**src/rtl/mojo_com_host.sv**
```systemverilog
// mojo_com_host: host-side initiator that turns read/write burst requests into
// mojo_com command bytes. Define MOJO_COM_HOST_CHECKSUM_EN for the XOR checksum byte.

module mojo_com_host #(
  parameter int ADDR_SPACE     = 256,
  parameter int TIMEOUT_CYCLES = 1000000
) (
  input  logic       clk,
  input  logic       rst,
  output logic [7:0] ser_tx_data,
  output logic       ser_new_tx_data,
  input  logic       ser_tx_busy,
  input  logic [7:0] ser_rx_data,
  input  logic       ser_new_rx_data,
  input  logic       req_valid,
  output logic       req_ready,
  input  logic       req_write,
  input  logic [7:0] req_addr,
  input  logic [5:0] req_len,
  input  logic [7:0] wr_data,
  input  logic       wr_valid,
  output logic       wr_ready,
  output logic [7:0] rd_data,
  output logic       rd_valid,
  output logic       done,
  output logic       err,
  output logic       busy
);

  localparam int TW = (TIMEOUT_CYCLES > 2) ? $clog2(TIMEOUT_CYCLES) : 1;
  // The idle counter starts at 0 on the cycle after a byte, so DONE lands
  // exactly TIMEOUT_CYCLES cycles after the last received strobe.
  localparam logic [TW-1:0] TO_LAST = TW'(TIMEOUT_CYCLES - 2);

  typedef enum logic [2:0] {
    S_IDLE,
    S_SEND_CMD,
    S_SEND_ADDR,
    S_SEND_DATA,
    S_RECV_DATA,
    S_DONE
`ifdef MOJO_COM_HOST_CHECKSUM_EN
    , S_SEND_CSUM,
    S_RECV_CSUM
`endif
  } state_e;

  state_e        state_q, state_d;
  logic          write_q, write_d;
  logic [7:0]    addr_q, addr_d;
  logic [5:0]    len_q, len_d;
  logic [6:0]    cnt_q, cnt_d;
  logic [TW-1:0] to_q, to_d;
  logic          err_q, err_d;
  logic [7:0]    tx_data_q, tx_data_d;
  logic          tx_stb_q, tx_stb_d;
  logic [7:0]    rd_data_q, rd_data_d;
  logic          rd_valid_q, rd_valid_d;
`ifdef MOJO_COM_HOST_CHECKSUM_EN
  logic [7:0]    csum_q, csum_d;
`endif

  logic [9:0] end_addr;
  logic       addr_bad;
  logic       tx_ok;
  logic       last_byte;
  logic       to_hit;

  assign end_addr  = {2'b00, req_addr} + {4'b0000, req_len} + 10'd1;
  assign addr_bad  = int'(end_addr) > ADDR_SPACE;
  // The previous-strobe guard covers the cycle before the UART raises busy.
  assign tx_ok     = !ser_tx_busy && !tx_stb_q;
  assign last_byte = (cnt_q == {1'b0, len_q});
  assign to_hit    = (to_q == TO_LAST);

  assign ser_tx_data     = tx_data_q;
  assign ser_new_tx_data = tx_stb_q;
  assign rd_data         = rd_data_q;
  assign rd_valid        = rd_valid_q;

  // NOTE: state registers use non-blocking assignments so every flop samples
  // the pre-edge values of its neighbours.
  always_ff @(posedge clk or negedge rst) begin
    if (!rst) begin
      state_q    <= S_IDLE;
      write_q    <= 1'b0;
      addr_q     <= '0;
      len_q      <= '0;
      cnt_q      <= '0;
      to_q       <= '0;
      err_q      <= 1'b0;
      tx_data_q  <= '0;
      tx_stb_q   <= 1'b0;
      rd_data_q  <= '0;
      rd_valid_q <= 1'b0;
`ifdef MOJO_COM_HOST_CHECKSUM_EN
      csum_q     <= '0;
`endif
    end else begin
      state_q    <= state_d;
      write_q    <= write_d;
      addr_q     <= addr_d;
      len_q      <= len_d;
      cnt_q      <= cnt_d;
      to_q       <= to_d;
      err_q      <= err_d;
      tx_data_q  <= tx_data_d;
      tx_stb_q   <= tx_stb_d;
      rd_data_q  <= rd_data_d;
      rd_valid_q <= rd_valid_d;
`ifdef MOJO_COM_HOST_CHECKSUM_EN
      csum_q     <= csum_d;
`endif
    end
  end

  // NOTE: every signal gets a default before the case so no path infers a latch.
  always_comb begin
    state_d    = state_q;
    write_d    = write_q;
    addr_d     = addr_q;
    len_d      = len_q;
    cnt_d      = cnt_q;
    to_d       = to_q;
    err_d      = err_q;
    tx_data_d  = tx_data_q;
    tx_stb_d   = 1'b0;
    rd_data_d  = rd_data_q;
    rd_valid_d = 1'b0;
`ifdef MOJO_COM_HOST_CHECKSUM_EN
    csum_d     = csum_q;
`endif
    req_ready  = 1'b0;
    wr_ready   = 1'b0;
    done       = 1'b0;
    err        = 1'b0;
    busy       = 1'b1;

    unique case (state_q)
      S_IDLE: begin
        req_ready = 1'b1;
        busy      = 1'b0;
        if (req_valid) begin
          write_d = req_write;
          addr_d  = req_addr;
          len_d   = req_len;
          cnt_d   = '0;
          to_d    = '0;
          err_d   = addr_bad;
`ifdef MOJO_COM_HOST_CHECKSUM_EN
          csum_d  = {req_write, 1'b0, req_len} ^ req_addr;
`endif
          state_d = addr_bad ? S_DONE : S_SEND_CMD;
        end
      end
      S_SEND_CMD: begin
        if (tx_ok) begin
          tx_stb_d  = 1'b1;
          tx_data_d = {write_q, 1'b0, len_q};
          state_d   = S_SEND_ADDR;
        end
      end
      S_SEND_ADDR: begin
        if (tx_ok) begin
          tx_stb_d  = 1'b1;
          tx_data_d = addr_q;
          to_d      = '0;
          state_d   = write_q ? S_SEND_DATA : S_RECV_DATA;
        end
      end
      S_SEND_DATA: begin
        wr_ready = tx_ok;
        if (wr_valid && tx_ok) begin
          tx_stb_d  = 1'b1;
          tx_data_d = wr_data;
          cnt_d     = cnt_q + 7'd1;
`ifdef MOJO_COM_HOST_CHECKSUM_EN
          csum_d    = csum_q ^ wr_data;
          if (last_byte) state_d = S_SEND_CSUM;
`else
          if (last_byte) state_d = S_DONE;
`endif
        end
      end
      S_RECV_DATA: begin
        if (ser_new_rx_data) begin
          rd_data_d  = ser_rx_data;
          rd_valid_d = 1'b1;
          cnt_d      = cnt_q + 7'd1;
          to_d       = '0;
`ifdef MOJO_COM_HOST_CHECKSUM_EN
          csum_d     = csum_q ^ ser_rx_data;
          if (last_byte) state_d = S_RECV_CSUM;
`else
          if (last_byte) state_d = S_DONE;
`endif
        end else if (to_hit) begin
          err_d   = 1'b1;
          state_d = S_DONE;
        end else begin
          to_d = to_q + 1'b1;
        end
      end
`ifdef MOJO_COM_HOST_CHECKSUM_EN
      S_SEND_CSUM: begin
        if (tx_ok) begin
          tx_stb_d  = 1'b1;
          tx_data_d = csum_q;
          state_d   = S_DONE;
        end
      end
      S_RECV_CSUM: begin
        if (ser_new_rx_data) begin
          err_d   = (ser_rx_data != csum_q);
          state_d = S_DONE;
        end else if (to_hit) begin
          err_d   = 1'b1;
          state_d = S_DONE;
        end else begin
          to_d = to_q + 1'b1;
        end
      end
`endif
      S_DONE: begin
        done    = 1'b1;
        err     = err_q;
        state_d = S_IDLE;
      end
      default: state_d = S_IDLE;
    endcase
  end

endmodule

```
**config.mk**
```make
export PLATFORM = sky130hd
export DESIGN_NAME = mojo_com_host
export DESIGN_NICKNAME = d
export VERILOG_FILES = /design/src/rtl/mojo_com_host.sv
export SDC_FILE = /design/constraint.sdc
export NUM_CORES = 1
export LEC_CHECK = 0
export CAP_MARGIN = 20
export CORE_MARGIN = 1
export CORE_UTILIZATION = 40
export CTS_BUF_LIST = sky130_fd_sc_hd__clkbuf_8
export CTS_CLUSTER_SIZE = 12
export DETAILED_ROUTE_END_ITERATION = 6
export HOLD_SLACK_MARGIN = 0.08
export MAX_ROUTING_LAYER = met4
export PLACE_DENSITY = 0.65
export SETUP_SLACK_MARGIN = 0.02
export SLEW_MARGIN = 0
export SYNTH_ARGS = -nofsm -noshare
export SYNTH_HDL_FRONTEND = slang
export SYNTH_SLANG_ARGS = --single-unit
```
**constraint.sdc**
```tcl
create_clock -name clk -period 1.7 [get_ports clk]
set_input_delay 0.34 -clock clk [delete_from_list [all_inputs] [get_ports clk]]
set_output_delay 0.34 -clock clk [all_outputs]
set_load 0.03 [all_outputs]
```
==> key figures <==
Synthesis
  • Sequential-to-total area share from yosys stat: 44.9%
  • Post-synth top cells: 64 x dfrtp_1, 30 x nor2_1, 27 x nand2_1
  • Post-Synth Adder-Cell Area: 3.72%
  • Main combinational cell family by area after synthesis: simple AND/OR/NAND/NOR gates
  • Simple-Gate Fraction of Synth Area: 18.6%
  • Count of cell types in the netlist: 56
  • Post-synth EDFFs: 0
  • Mux share of post-synthesis cell area: 9.51%
  • Post-synth top area share: 44.9%
  • Yosys warns: 0
  • Avg Inst Size Synth: 10.0 µm²
  • Synth top area cells: dfrtp_1 45%, mux2_2 7.3%, xor2_1 3.4%
  • XOR/XNOR share of the synthesized area: 5.40%
  • Mapped Nets: 402
  • Yosys top cell by area: dfrtp_1
  • Yosys reg bits: 64
  • Mapped Area: 3570 µm²
  • Count leader, synth: dfrtp_1
  • FFs w/ async S/R, synth: 100%
  • Synthesized instance count: 355
  • Synth Area in Compound Gates: 14.1%
  • Ys flop type: dfrtp_1

Worst setup path
  • Worst EP arrival: 1530 ps
  • CP Launch Type: register
  • CP Class: register to primary output
  • Critical path cell sequence: buf_6 -> inv_8 -> nor3_4 -> and2_4 -> buf_6
  • Delay-heaviest family, CP: simple AND/OR/NAND/NOR gates
  • CP Max Fanout: 5
  • Worst Setup End Kind: primary output
  • Most frequent CP cell: buf_6
  • Slowest CP cell: dfrtp_1
  • CP Data Required Time: 1360 ps
  • WP buf/inv: 3
  • Max incr delay on CP: 400 ps

Global routing
  • Vias in the first global route: 3323
  • First-pass GRT wire length: 15600 µm
  • Total track usage: 22.9%
  • Initial antenna violation count: 0
  • Largest net degree at the start of global routing: 65
  • Grt ovf: 0

Placed design
  • Pre-CTS WS: -881 ps
  • Post-Place Cell Area: 4900 µm²
  • Hpwl dp: 6620 µm
  • IO buf count: 59
  • Final Wtd Congestion: 0.868

STA
  • RSZ-0062 raised after global routing: true
  • Final WS setup: -168 ps
  • Period utilization: 110%
  • Min Tclk post-route: 1870 ps
  • # setup viols final: 33
  • Slew @ Worst Pin: 368 ps
  • Clock skew: 8.88 ps
  • Max-slew violations: 0
  • Setup TNS: -1290 ps
  • FMAX: 535 MHz
  • Worst slew margin: 75.5%
  • Hold Vio Cnt, Final: 0

Clock network
  • H-tree depth: 3
  • Clock Tree Buf Depth: 2
  • CTS clk-pin slew, worst paths: 70 ps
  • Root Buffer: clkbuf_8
  • Num Clock Sinks: 64
  • CTS tree: built
  • CTS Buf Count: 9
  • Clk_lat worst skew: 350 ps

Detailed routing
  • Routed wl met3: 375 µm
  • Average wire per standard cell: 17.3 µm
  • DR iter-0 viols: 169
  • DR pass1 iterations: 4
  • DR vias: 3416
  • Post-Route WL: 10800 µm
  • Post-route DRC: 0
  • WL met2: 5670 µm
  • Post-route ant nets: 0
  • Wl on met1: 4460 µm
  • Via/cell ratio: 5.45
  • Top Layer Used: met4

Run status
  • Failing checks: setup timing
  • Outcome: complete, but fails checks

Layout
  • Multi-input logic area: 2380 µm²
  • Antenna diodes: 0
  • Register area: 1610 µm²
  • Final instance area: 5920 µm²
  • Fin nets: 561
  • Area Growth Syn to Fin: 66.0%
  • FILL cells: 642
  • Layout cells sized above 1: 47.0%

Floorplan
  • # IOs: 60
  • Die height: 96.4 µm
  • Row count: 34
  • Initial Util: 41.1%
  • Core Area: 8680 µm²
  • Chip Width: 96.4 µm
  • Die area: 9300 µm²

Pwr
  • Leakage: 2.72 nW
  • Pwr Density: 1170 nW/µm²
  • Worst IR Drop VDD: 687 µV

Run
  • Maximum capacitance violations: 0

Hold path
  • Hold Crit Class: primary input to register
worst paths after layout:
check                                startpoint         endpoint  slack, ps  cells past startpoint
worst max register to register  ser_new_tx_data         to_q[11]       -130                      5
min in group asynchronous                   rst          to_q[8]        550                      3
worst min-delay path                req_addr[0]        addr_q[0]        230                      2
worst max-delay path                 state_q[2]              err       -170                      5
max in group asynchronous                   rst  ser_new_tx_data        840                      3
worst min register to register   ser_tx_data[5]   ser_tx_data[5]        490                      2
cell type report:
class                   instances  area share [%]
repair buffers                164            25.2
well taps                     108            2.28
multi-input cells             265            40.2
flip-flops and latches         64            27.1
clock inverters                 7            1.88
clock buffers                   9            2.09
inverters                      10            1.14
metrics by stage:
step	std cells	util [%]	power (W)	hold slack, ps
floorplan	355	-	0.00377	44.4
global placement	579	56.5	0.00478	391
detailed placement	579	56.5	0.00483	394
CTS	607	62.4	0.00651	291
global route	627	68.2	0.00733	224
finish	627	68.2	0.00694	234
kinds of logic (layout without fill, tap and decap cells):
family,after synthesis,after routing
DFF,64,64
adders and majority gates,10,10
and+or+nand+nor,125,125
xor gates and xnor gates,22,22
AOI/OAI and AO/OA,77,77
buffers and inverters,26,190
muxes,31,31
cell usage in the layout (no fill, tap or decap), types with 14 or more instances in the layout:
cell	instances
xor2_1	14
dfrtp_1	59
dlygate4sd2_1	21
nand2_1	21
buf_6	26
mux2_4	15
clkdlybuf4s50_1	22
nor2_1	27
buf_4	78
repair_timing:
item,CTS,global route
gates cloned,0,5
gates resized for setup,84,105
pin swaps,23,45
setup buffers,12,16
hold buffers,1,0
setup endpoints to repair,49,65
endpoints found under the hold margin,64,0
flip-flops by register name (all words and copies together) (netlist names):
register / flops
addr_q: 8
cnt_q: 7
err_q: 1
len_q: 6
rd_data: 8
rd_valid: 1
ser_new_tx_data: 1
ser_tx_data: 8
state_q: 3
to_q: 20
write_q: 1
metal layers:
layer | GRT usage, % | vias up
met3 | 5.56 | 28
li1 | - | 1607
met4 | 7.11 | 0
met2 | 40.0 | 93
met1 | 25.8 | 1688
met5 | - | -
where the power goes:
group / internal, W / switching (W) / leakage [nW] / total (W)
logic: 0.00153 / 0.00151 / 1.79 / 0.00304
clock network: 0.000964 / 0.000626 / 0.120 / 0.00159
registers: 0.00197 / 0.000340 / 0.813 / 0.00231
total: 0.00446 / 0.00248 / 2.72 / 0.00694
Note: power is estimated with default switching activity, not from simulation.
